<file path="src/rtl/mdu_if.sv">
`default_nettype none
// ============================================================================
// Module      : mdu_if
// Description : Bundle of request, MTHI/MTLO write and result signals between
//               the pipeline controller (master) and the MDU (slave).
//   start      request a new multiply/divide
//   op         00 MULT, 01 MULTU, 10 DIV, 11 DIVU
//   A, B       operands (multiplicand/dividend, multiplier/divisor)
//   hi_we      MTHI write enable
//   lo_we      MTLO write enable
//   wd         MTHI/MTLO write data
//   busy       operation in progress
//   hi, lo     HI/LO result registers
// Revision    : 1.0 - initial release
// ============================================================================
interface mdu_if;
    logic        start;
    logic [1:0]  op;
    logic [31:0] A;
    logic [31:0] B;
    logic        hi_we;
    logic        lo_we;
    logic [31:0] wd;
    logic        busy;
    logic [31:0] hi;
    logic [31:0] lo;

    modport master (
        output start, op, A, B, hi_we, lo_we, wd,
        input  busy, hi, lo
    );

    modport slave (
        input  start, op, A, B, hi_we, lo_we, wd,
        output busy, hi, lo
    );
endinterface
`default_nettype wire

</file>
<file path="src/rtl/mdu.sv">
`default_nettype none
// ============================================================================
// Module      : mdu
// Description : Iterative radix-2 multiply/divide unit with HI/LO registers.
//               Shift-add multiply and restoring divide, one bit per cycle,
//               32 cycles per operation. Signed ops work on magnitudes and
//               fix the sign when the last bit is produced.
// Ports       : clk  - system clock, rising edge
//               rst  - synchronous active-high reset
//               bus  - mdu_if.slave (start/op/A/B, hi_we/lo_we/wd, busy/hi/lo)
// Revision    : 1.0 - initial release
// ============================================================================
module mdu (
    input  wire logic clk,
    input  wire logic rst,
    mdu_if.slave      bus
);

    typedef enum logic [0:0] {
        IDLE = 1'b0,
        RUN  = 1'b1
    } state_t;

    state_t      state;
    state_t      state_nxt;

    logic [5:0]  cnt;
    logic [1:0]  op_q;
    logic [31:0] a_raw;      // original dividend, returned as HI on divide by zero
    logic [31:0] mag_b;      // multiplicand / divisor magnitude
    logic [63:0] acc;        // mul: {partial, multiplier}; div: {remainder, quotient}
    logic        neg_q;      // negate product / quotient at completion
    logic        neg_r;      // negate remainder at completion
    logic        b_zero;
    logic [31:0] hi_q;
    logic [31:0] lo_q;

    logic        done;
    logic        in_signed;
    logic [31:0] mag_a_in;
    logic [31:0] mag_b_in;
    logic [32:0] mul_sum;
    logic [63:0] mul_nxt;
    logic [32:0] div_diff;
    logic [63:0] div_nxt;
    logic [63:0] acc_nxt;
    logic [63:0] prod;
    logic [31:0] hi_res;
    logic [31:0] lo_res;

    assign done      = (state == RUN) && (cnt == 6'd31);
    assign in_signed = ~bus.op[0];
    assign mag_a_in  = (in_signed && bus.A[31]) ? (32'd0 - bus.A) : bus.A;
    assign mag_b_in  = (in_signed && bus.B[31]) ? (32'd0 - bus.B) : bus.B;

    // Multiply step: conditionally add multiplicand to the upper half,
    // then shift the whole accumulator right by one.
    assign mul_sum = {1'b0, acc[63:32]} + (acc[0] ? {1'b0, mag_b} : 33'd0);
    assign mul_nxt = {mul_sum, acc[31:1]};

    // Restoring divide step: shift left, trial-subtract the divisor, keep the
    // difference and set the quotient bit when it did not go negative.
    // The shifted remainder only needs 33 bits because remainder < divisor.
    assign div_diff = acc[63:31] - {1'b0, mag_b};
    assign div_nxt  = div_diff[32] ? {acc[62:0], 1'b0}
                                   : {div_diff[31:0], acc[30:0], 1'b1};

    assign acc_nxt = op_q[1] ? div_nxt : mul_nxt;
    assign prod    = neg_q ? (64'd0 - acc_nxt) : acc_nxt;

    always_comb begin
        hi_res = prod[63:32];
        lo_res = prod[31:0];
        if (op_q[1]) begin
            if (b_zero) begin
                hi_res = a_raw;
                lo_res = 32'hFFFF_FFFF;
            end else begin
                hi_res = neg_r ? (32'd0 - acc_nxt[63:32]) : acc_nxt[63:32];
                lo_res = neg_q ? (32'd0 - acc_nxt[31:0])  : acc_nxt[31:0];
            end
        end
    end

    // Two-state controller
    always_ff @(posedge clk) begin
        if (rst) begin
            state <= IDLE;
        end else begin
            state <= state_nxt;
        end
    end

    always_comb begin
        state_nxt = state;
        case (state)
            IDLE: if (bus.start) state_nxt = RUN;
            RUN:  if (done)      state_nxt = IDLE;
            default: state_nxt = IDLE;
        endcase
    end

    // Datapath and HI/LO registers
    always_ff @(posedge clk) begin
        if (rst) begin
            cnt    <= 6'd0;
            op_q   <= 2'd0;
            a_raw  <= 32'd0;
            mag_b  <= 32'd0;
            acc    <= 64'd0;
            neg_q  <= 1'b0;
            neg_r  <= 1'b0;
            b_zero <= 1'b0;
            hi_q   <= 32'd0;
            lo_q   <= 32'd0;
        end else if (state == IDLE) begin
            if (bus.start) begin
                // start wins over a simultaneous MTHI/MTLO
                cnt    <= 6'd0;
                op_q   <= bus.op;
                a_raw  <= bus.A;
                mag_b  <= mag_b_in;
                acc    <= {32'd0, mag_a_in};
                neg_q  <= in_signed & (bus.A[31] ^ bus.B[31]);
                neg_r  <= in_signed & bus.A[31];
                b_zero <= (bus.B == 32'd0);
            end else begin
                if (bus.hi_we) hi_q <= bus.wd;
                if (bus.lo_we) lo_q <= bus.wd;
            end
        end else begin
            acc <= acc_nxt;
            cnt <= done ? 6'd0 : cnt + 6'd1;
            if (done) begin
                hi_q <= hi_res;
                lo_q <= lo_res;
            end
        end
    end

    assign bus.busy = (state == RUN);
    assign bus.hi   = hi_q;
    assign bus.lo   = lo_q;

endmodule
`default_nettype wire

</file>
<file path="src/flat_wrapper.sv">
// flat-port wrapper written by rule: the top's interface ports become plain ports
module mdu_flat 
  (clk, rst, bus_start, bus_op, bus_A, bus_B, bus_hi_we, bus_lo_we, bus_wd, bus_busy, bus_hi, bus_lo);
  mdu_if bus_i ();
  input  wire logic clk;
  input  wire logic rst;
  input wire logic [$bits(bus_i.start)-1:0] bus_start;
  input wire logic [$bits(bus_i.op)-1:0] bus_op;
  input wire logic [$bits(bus_i.A)-1:0] bus_A;
  input wire logic [$bits(bus_i.B)-1:0] bus_B;
  input wire logic [$bits(bus_i.hi_we)-1:0] bus_hi_we;
  input wire logic [$bits(bus_i.lo_we)-1:0] bus_lo_we;
  input wire logic [$bits(bus_i.wd)-1:0] bus_wd;
  output wire logic [$bits(bus_i.busy)-1:0] bus_busy;
  output wire logic [$bits(bus_i.hi)-1:0] bus_hi;
  output wire logic [$bits(bus_i.lo)-1:0] bus_lo;
  assign bus_i.start = bus_start;
  assign bus_i.op = bus_op;
  assign bus_i.A = bus_A;
  assign bus_i.B = bus_B;
  assign bus_i.hi_we = bus_hi_we;
  assign bus_i.lo_we = bus_lo_we;
  assign bus_i.wd = bus_wd;
  assign bus_busy = bus_i.busy;
  assign bus_hi = bus_i.hi;
  assign bus_lo = bus_i.lo;
  mdu u_core (.clk(clk), .rst(rst), .bus(bus_i));
endmodule
</file>
<file path="config.mk">
export PLATFORM = sky130hd
export DESIGN_NAME = mdu_flat
export DESIGN_NICKNAME = d
export VERILOG_FILES = /design/src/rtl/mdu_if.sv /design/src/rtl/mdu.sv /design/src/flat_wrapper.sv
export SDC_FILE = /design/constraint.sdc
export NUM_CORES = 1
export LEC_CHECK = 0
export BUFFER_PORTS_ARGS = -buffer_cell sky130_fd_sc_hd__buf_4
export CORE_UTILIZATION = 45
export CTS_CLUSTER_DIAMETER = 200
export DETAILED_ROUTE_END_ITERATION = 12
export SLEW_MARGIN = 25
export SYNTH_ARGS = -nofsm -noshare
export SYNTH_HDL_FRONTEND = slang
export SYNTH_SLANG_ARGS = --single-unit
</file>
<file path="constraint.sdc">
create_clock -name clk -period 6.2 [get_ports clk]
set_input_delay 1.24 -clock clk [delete_from_list [all_inputs] [get_ports clk]]
set_output_delay 1.24 -clock clk [all_outputs]
set_load 0.01 [all_outputs]
</file>
Word-level counts from Yosys, hierarchy flattened --
Index checks and enable logic that the tools add are counted.
Cells by class: add/subtract/negate cells 8, equal/unequal tests 3, multiplexer cells 28, bitwise logic cells 5, reductions and logical operators 10
Operator list (count):
- $mux 32 | 17
- $mux 64 | 5
- $sub 1x32->32 const A | 4
- $sub 1x64->64 const A | 1
- $add 32x33->33 | 1
- $sub 33x32->33 | 1
- $logic_not 32->1 | 1
- $mux 6 | 3
- $add 6x1->6 const B | 1
- $eq 6x5->1 const B | 1
- $reduce_and 3->1 | 2
- $reduce_bool 2->1 | 3
- $logic_and 1x1->1 | 3
- $and 1x1->1 | 2
- $mux 1 | 2
- $ne 2x1->1 const B | 1
- $ne 2x2->1 const B | 1
- $not 1->1 | 2
- $pmux 1 s2 | 1
- $reduce_and 2->1 | 1
- $xor 1x1->1 | 1
Word-level totals: register bits 204, bits of input ports 103, output and inout bits 65, word-level logic and storage cells 65

Logic depth before layout (Yosys ltp) --
depth after elaboration 9, mapped depth 26, gate-level depth less buffers 23

Worst setup path after synthesis --
No wires, ideal clock.
path kind reg2reg, start point register u_core.acc[31], end point register u_core.hi_q[4] (netlist: u_core.bus.hi[4]), library setup time 0.133 ns, arrival 5.507 ns, data required time 6.067 ns, slack 0.560 ns, stages on the path, launching flop included 26, buffers on the path 3, clock period less this slack 5.640 ns, cells stage by stage dfxtp_1 -> inv_1 -> ha_1 -> fa_1 -> nand2b_1 -> a21o_1 -> a211oi_4 -> o21ai_4 -> a21oi_4 -> nor2_4 -> buf_2 -> buf_1 -> a21oi_1 -> ha_1 -> nand2_1 -> or2_2 -> nor3_1 -> and3_1 -> nand3_1 -> or3_1 -> clkbuf_1 -> o21a_1 -> nand2_1 -> or3b_2 -> a311oi_1 -> nor3_1
Between the ends: cells in the longest elaborated chain, start to end 9, elaborated cells between the ends (all ways) 11, those cells by class add/sub (3); mux (8)
RTL lines:
- start, declared | RTL line mdu.sv:31 | logic [63:0] acc;
- start signal, assigned | RTL line mdu.sv:123 | acc <= {32'd0, mag_a_in};
- start signal, assigned | RTL line mdu.sv:132 | acc <= acc_nxt;
- $sub 33x32->33 | RTL line mdu.sv:64 | assign div_diff = acc[63:31] - {1'b0, mag_b};
- $mux 64 | RTL line mdu.sv:65 | assign div_nxt = div_diff[32] ? {acc[62:0], 1'b0}
- $mux 64 (*) | RTL line mdu.sv:68 | assign acc_nxt = op_q[1] ? div_nxt : mul_nxt;
- $sub 1x32->32 | RTL line mdu.sv:79 | hi_res = neg_r ? (32'd0 - acc_nxt[63:32]) : acc_nxt[63:32];
- $mux 32 | RTL line mdu.sv:79
- $mux 32 | RTL line mdu.sv:75 | if (b_zero) begin
- $mux 32 (*) | RTL line mdu.sv:74 | if (op_q[1]) begin
- $mux 32 (*) | RTL line mdu.sv:134 | if (done) begin
- $mux 32 (*) | RTL line mdu.sv:116 | end else if (state == IDLE) begin
- end signal, assigned | RTL line mdu.sv:128 | if (bus.hi_we) hi_q <= bus.wd;
- end signal, assigned | RTL line mdu.sv:135 | hi_q <= hi_res;
- end, declared | RTL line mdu.sv:35 | logic [31:0] hi_q;
Mark *: on every way between the ends. The rest lies on a longest branch, timed or not. The select of a mux whose other input is x is not followed. A chain may end at the register's enable or synchronous reset.

Worst setup path after layout --
start point register u_core.acc[31], end point register u_core.hi_q[30] (netlist: u_core.bus.hi[30])
The elaborated chain is that of the path after synthesis.

==> run summary <==
## Yosys
- ranking of synthesized cells by area: dfxtp_1, nor2_1, a21oi_1
- sequential fraction of the synthesis area: 0.229
- synth warn: 0
- number of flops mapped to enable cells by yosys: 0
- syn avg cell area: 7.26 um2
- post-synthesis sequential element count: 203
- share of synthesized flip-flops with an asynchronous set or reset: 0
- most common cell in the synthesized netlist: nor2_1
- most frequent cells after synthesis: nor2_1, nand2_1, a21oi_1
- Distinct cells, synth: 106
- number of cells produced by synthesis: 2445
- dominant register cell in the synthesized netlist: dfxtp_1
- area share of the largest cell type after synthesis: 0.229
- post-synthesis net count: 2619
- biggest area consumer among synthesized cells: dfxtp_1
- post-synthesis cell area: 17700 um2

## Timing
- worst slew margin relative to its limit: 0.369
- number of hold violations in the final report: 0
- unrepaired setup endpoints after global routing: false
- transition time at the pin with the least slew margin: 0.947 ns
- Slew Limit Fails: 0
- Final Skew: 0.0129 ns
- Final min period: 5.80 ns
- number of setup violations in the final report: 0
- achievable clock frequency: 172 MHz
- Setup Total Neg Slack: 0 ns
- Tcrit/Tclk final: 0.936

## Global route
- routing usage on met1: 0.534
- total congestion overflow: 0
- pin count of the biggest net entering global routing: 109
- antenna violations before repair: 8
- vias in the first global route: 18000
- layer with the highest usage after global routing: met1
- overall fraction of global-route tracks in use: 0.371
- M2 GR Usage: 0.530
- first-pass GRT wire length: 115 mm
- grt met3 use: 0.108

## Place
- Placed Area: 19600 um2
- DPL Wire Length: 59.5 mm
- number of buffer cells added on primary ports: 167
- # placed instances: 3050
- final weighted congestion of routability-driven global placement: 1.03

## Detailed routing
- count of antenna-violating nets left after detailed routing: 0
- number of detailed-route iterations in the first pass: 6
- Initial DRC Count: 2441
- DRC viols: 0
- total wire length after detailed routing: 77.0 mm
- Via density: 6.39
- wire per inst: 24.9 um
- vias post-DR: 19800

## Die
- height of the die: 201 um
- area of the die: 40200 um2
- Core Area: 38700 um2
- count of pins on the block boundary: 168
- Chip Width: 201 um
- starting utilization of the core area: 0.458
- FP Rows: 72

## Setup path
- Worst Reg2Reg Path Length in Cells: 23
- type of destination of the critical path: flip-flop
- critical path start-end classification: flip-flop to flip-flop
- required arrival time at the worst endpoint: 6.61 ns
- arrival time reported for the critical path endpoint: 6.21 ns
- largest fanout on the critical path: 6
- kind of start point of the critical path: flip-flop

## Finish
- post-route core utilization: 0.530
- share of post-route cells with drive strength above 1: 0.147
- number of nets in the final layout: 2735
- area of all placed cells without fillers: 20500 um2
- non-filler cells, final: 3098
- Area Growth Syn to Fin: 15.6%

## Clock network
- clock insertion delay at the later pin of the skew report: 0.56 ns
- Clock Tree Root: clkbuf_16
- H-Tree Depth: 1
- number of CTS-inserted buffers: 27
- clock tree from TritonCTS: built
- clock slew seen by the registers of the worst setup and hold paths: 0.06 ns
- hold buffer count at CTS: 0
- setup bufs post-CTS: 0
- total of cells resized after clock tree synthesis: 0
- buffer depth of the longest clock path: 3
- sinks on the clock net: 203

## Pwr
- Worst IR Drop VDD: 0.000169 V
- static leakage power: 8.01 nW
- Pwr Density: 224 nW/um2

## Run
- max-cap violations: 0

## Run status
- outcome: finished clean

## Hold path
- instance count along the most critical hold path: 2
- path class of the lowest-slack min-delay path: flip-flop to flip-flop

## per-stage QoR
step	hold slack [ns]	total power, mW	setup slack (ns)
final	0.453	4.60	0.396
after global routing	0.466	4.77	0.0607
after CTS	0.452	4.56	0.485
after detailed placement	0.444	2.98	0.507
after global placement	0.441	2.97	0.621
after floorplan	0.431	2.42	0.560
## worst paths after layout
path | slack [ns] | end | startpoint
max | 0.40 | u_core.bus.hi[30]$_SDFFE_PP0P_ | u_core.acc[31]$_SDFFE_PP0P_
min | 0.45 | u_core.bus.hi[6]$_SDFFE_PP0P_ | u_core.bus.hi[6]$_SDFFE_PP0P_
max reg2reg | 0.40 | u_core.bus.hi[30]$_SDFFE_PP0P_ | u_core.acc[31]$_SDFFE_PP0P_
min reg2reg | 0.45 | u_core.bus.hi[6]$_SDFFE_PP0P_ | u_core.bus.hi[6]$_SDFFE_PP0P_
## logic make-up (layout without fill, tap and decap cells)
family / after synthesis / in the layout / share of synthesized area
adder cells (fa/ha/maj): 71 / 71 / 0.0509
AO/OA/AOI/OAI: 757 / 757 / 0.288
multiplexers: 72 / 72 / 0.0436
other: 0 / 2 / 0
flip-flops: 203 / 203 / 0.229
AND/OR/NAND/NOR: 933 / 933 / 0.248
XOR/XNOR: 174 / 174 / 0.0859
buffers and inverters: 235 / 368 / 0.0539
## area by class of cell
class / count / area (um2)
diodes: 2 / 5.00
well taps: 518 / 648
clock buffers: 35 / 766
fillers: 3846 / 18200
clock inverters: 11 / 121
flip-flops and latches: 203 / 4070
repair buffers: 250 / 1890
multi-input cells: 2007 / 12700
inverters: 72 / 270
## registers in the layout, summed over array words and instances, names as in the netlist
name             cells
u_core.bus.lo       32
u_core.op_q          1
u_core.acc          64
u_core.a_raw        32
u_core.bus.busy      1
u_core.neg_q         1
u_core.cnt           6
u_core.neg_r         1
u_core.mag_b        32
u_core.b_zero        1
u_core.bus.hi       32
## worst max-delay path, stage by stage (launching register included)
cell and delay, ns:
dfxtp_1 0.39, inv_1 0.08, ha_1 0.22, fa_1 0.41
nand2b_1 0.21, a21o_1 0.25, a211oi_4 0.43, o21ai_4 0.16
a21oi_4 0.20, nor2_4 0.06, a21oi_1 0.21, ha_1 0.22
nand2_1 0.07, or2_2 0.33, nor3_1 0.24, and3_1 0.25
nand3_1 0.14, or3_1 0.46, a211oi_1 0.35, nand4_1 0.17
o31ai_1 0.28, xor2_1 0.11, a311oi_1 0.27, a211oi_1 0.10
## power by group
part | switching [mW] | internal [mW] | total [mW]
Sequential | 0.0941 | 1.38 | 1.48
Combinational | 0.982 | 0.545 | 1.53
Clock | 0.647 | 0.946 | 1.59
## per-layer routing
metal  part of all wire  vias up
met1               0.45     9522
li1                   -     9138
met2               0.41      988
met5            0.00064        -
met4              0.030        8
met3               0.11      138
## layout by cell type, fill, tap and decap left out, drive strengths merged, types with 12 or more instances in the layout
cell type,count
buf,250
ha,69
o22ai,14
xnor2,99
mux2,30
nand2b,20
and2,40
dfxtp,203
o41ai,17
o21ai,129
or3,30
and3,12
nor3,88
inv,71
nand2,267
o21a,17
or2,12
nor4,26
a311oi,20
a22oi,29
clkbuf,35
a211oi,97
nand3,39
xor2,75
o31ai,39
nor2,299
mux2i,42
nor2b,34
o211ai,29
a31oi,26
nand4,33
a21o,24
a21oi,214
Power figures use the tool's default switching activity.
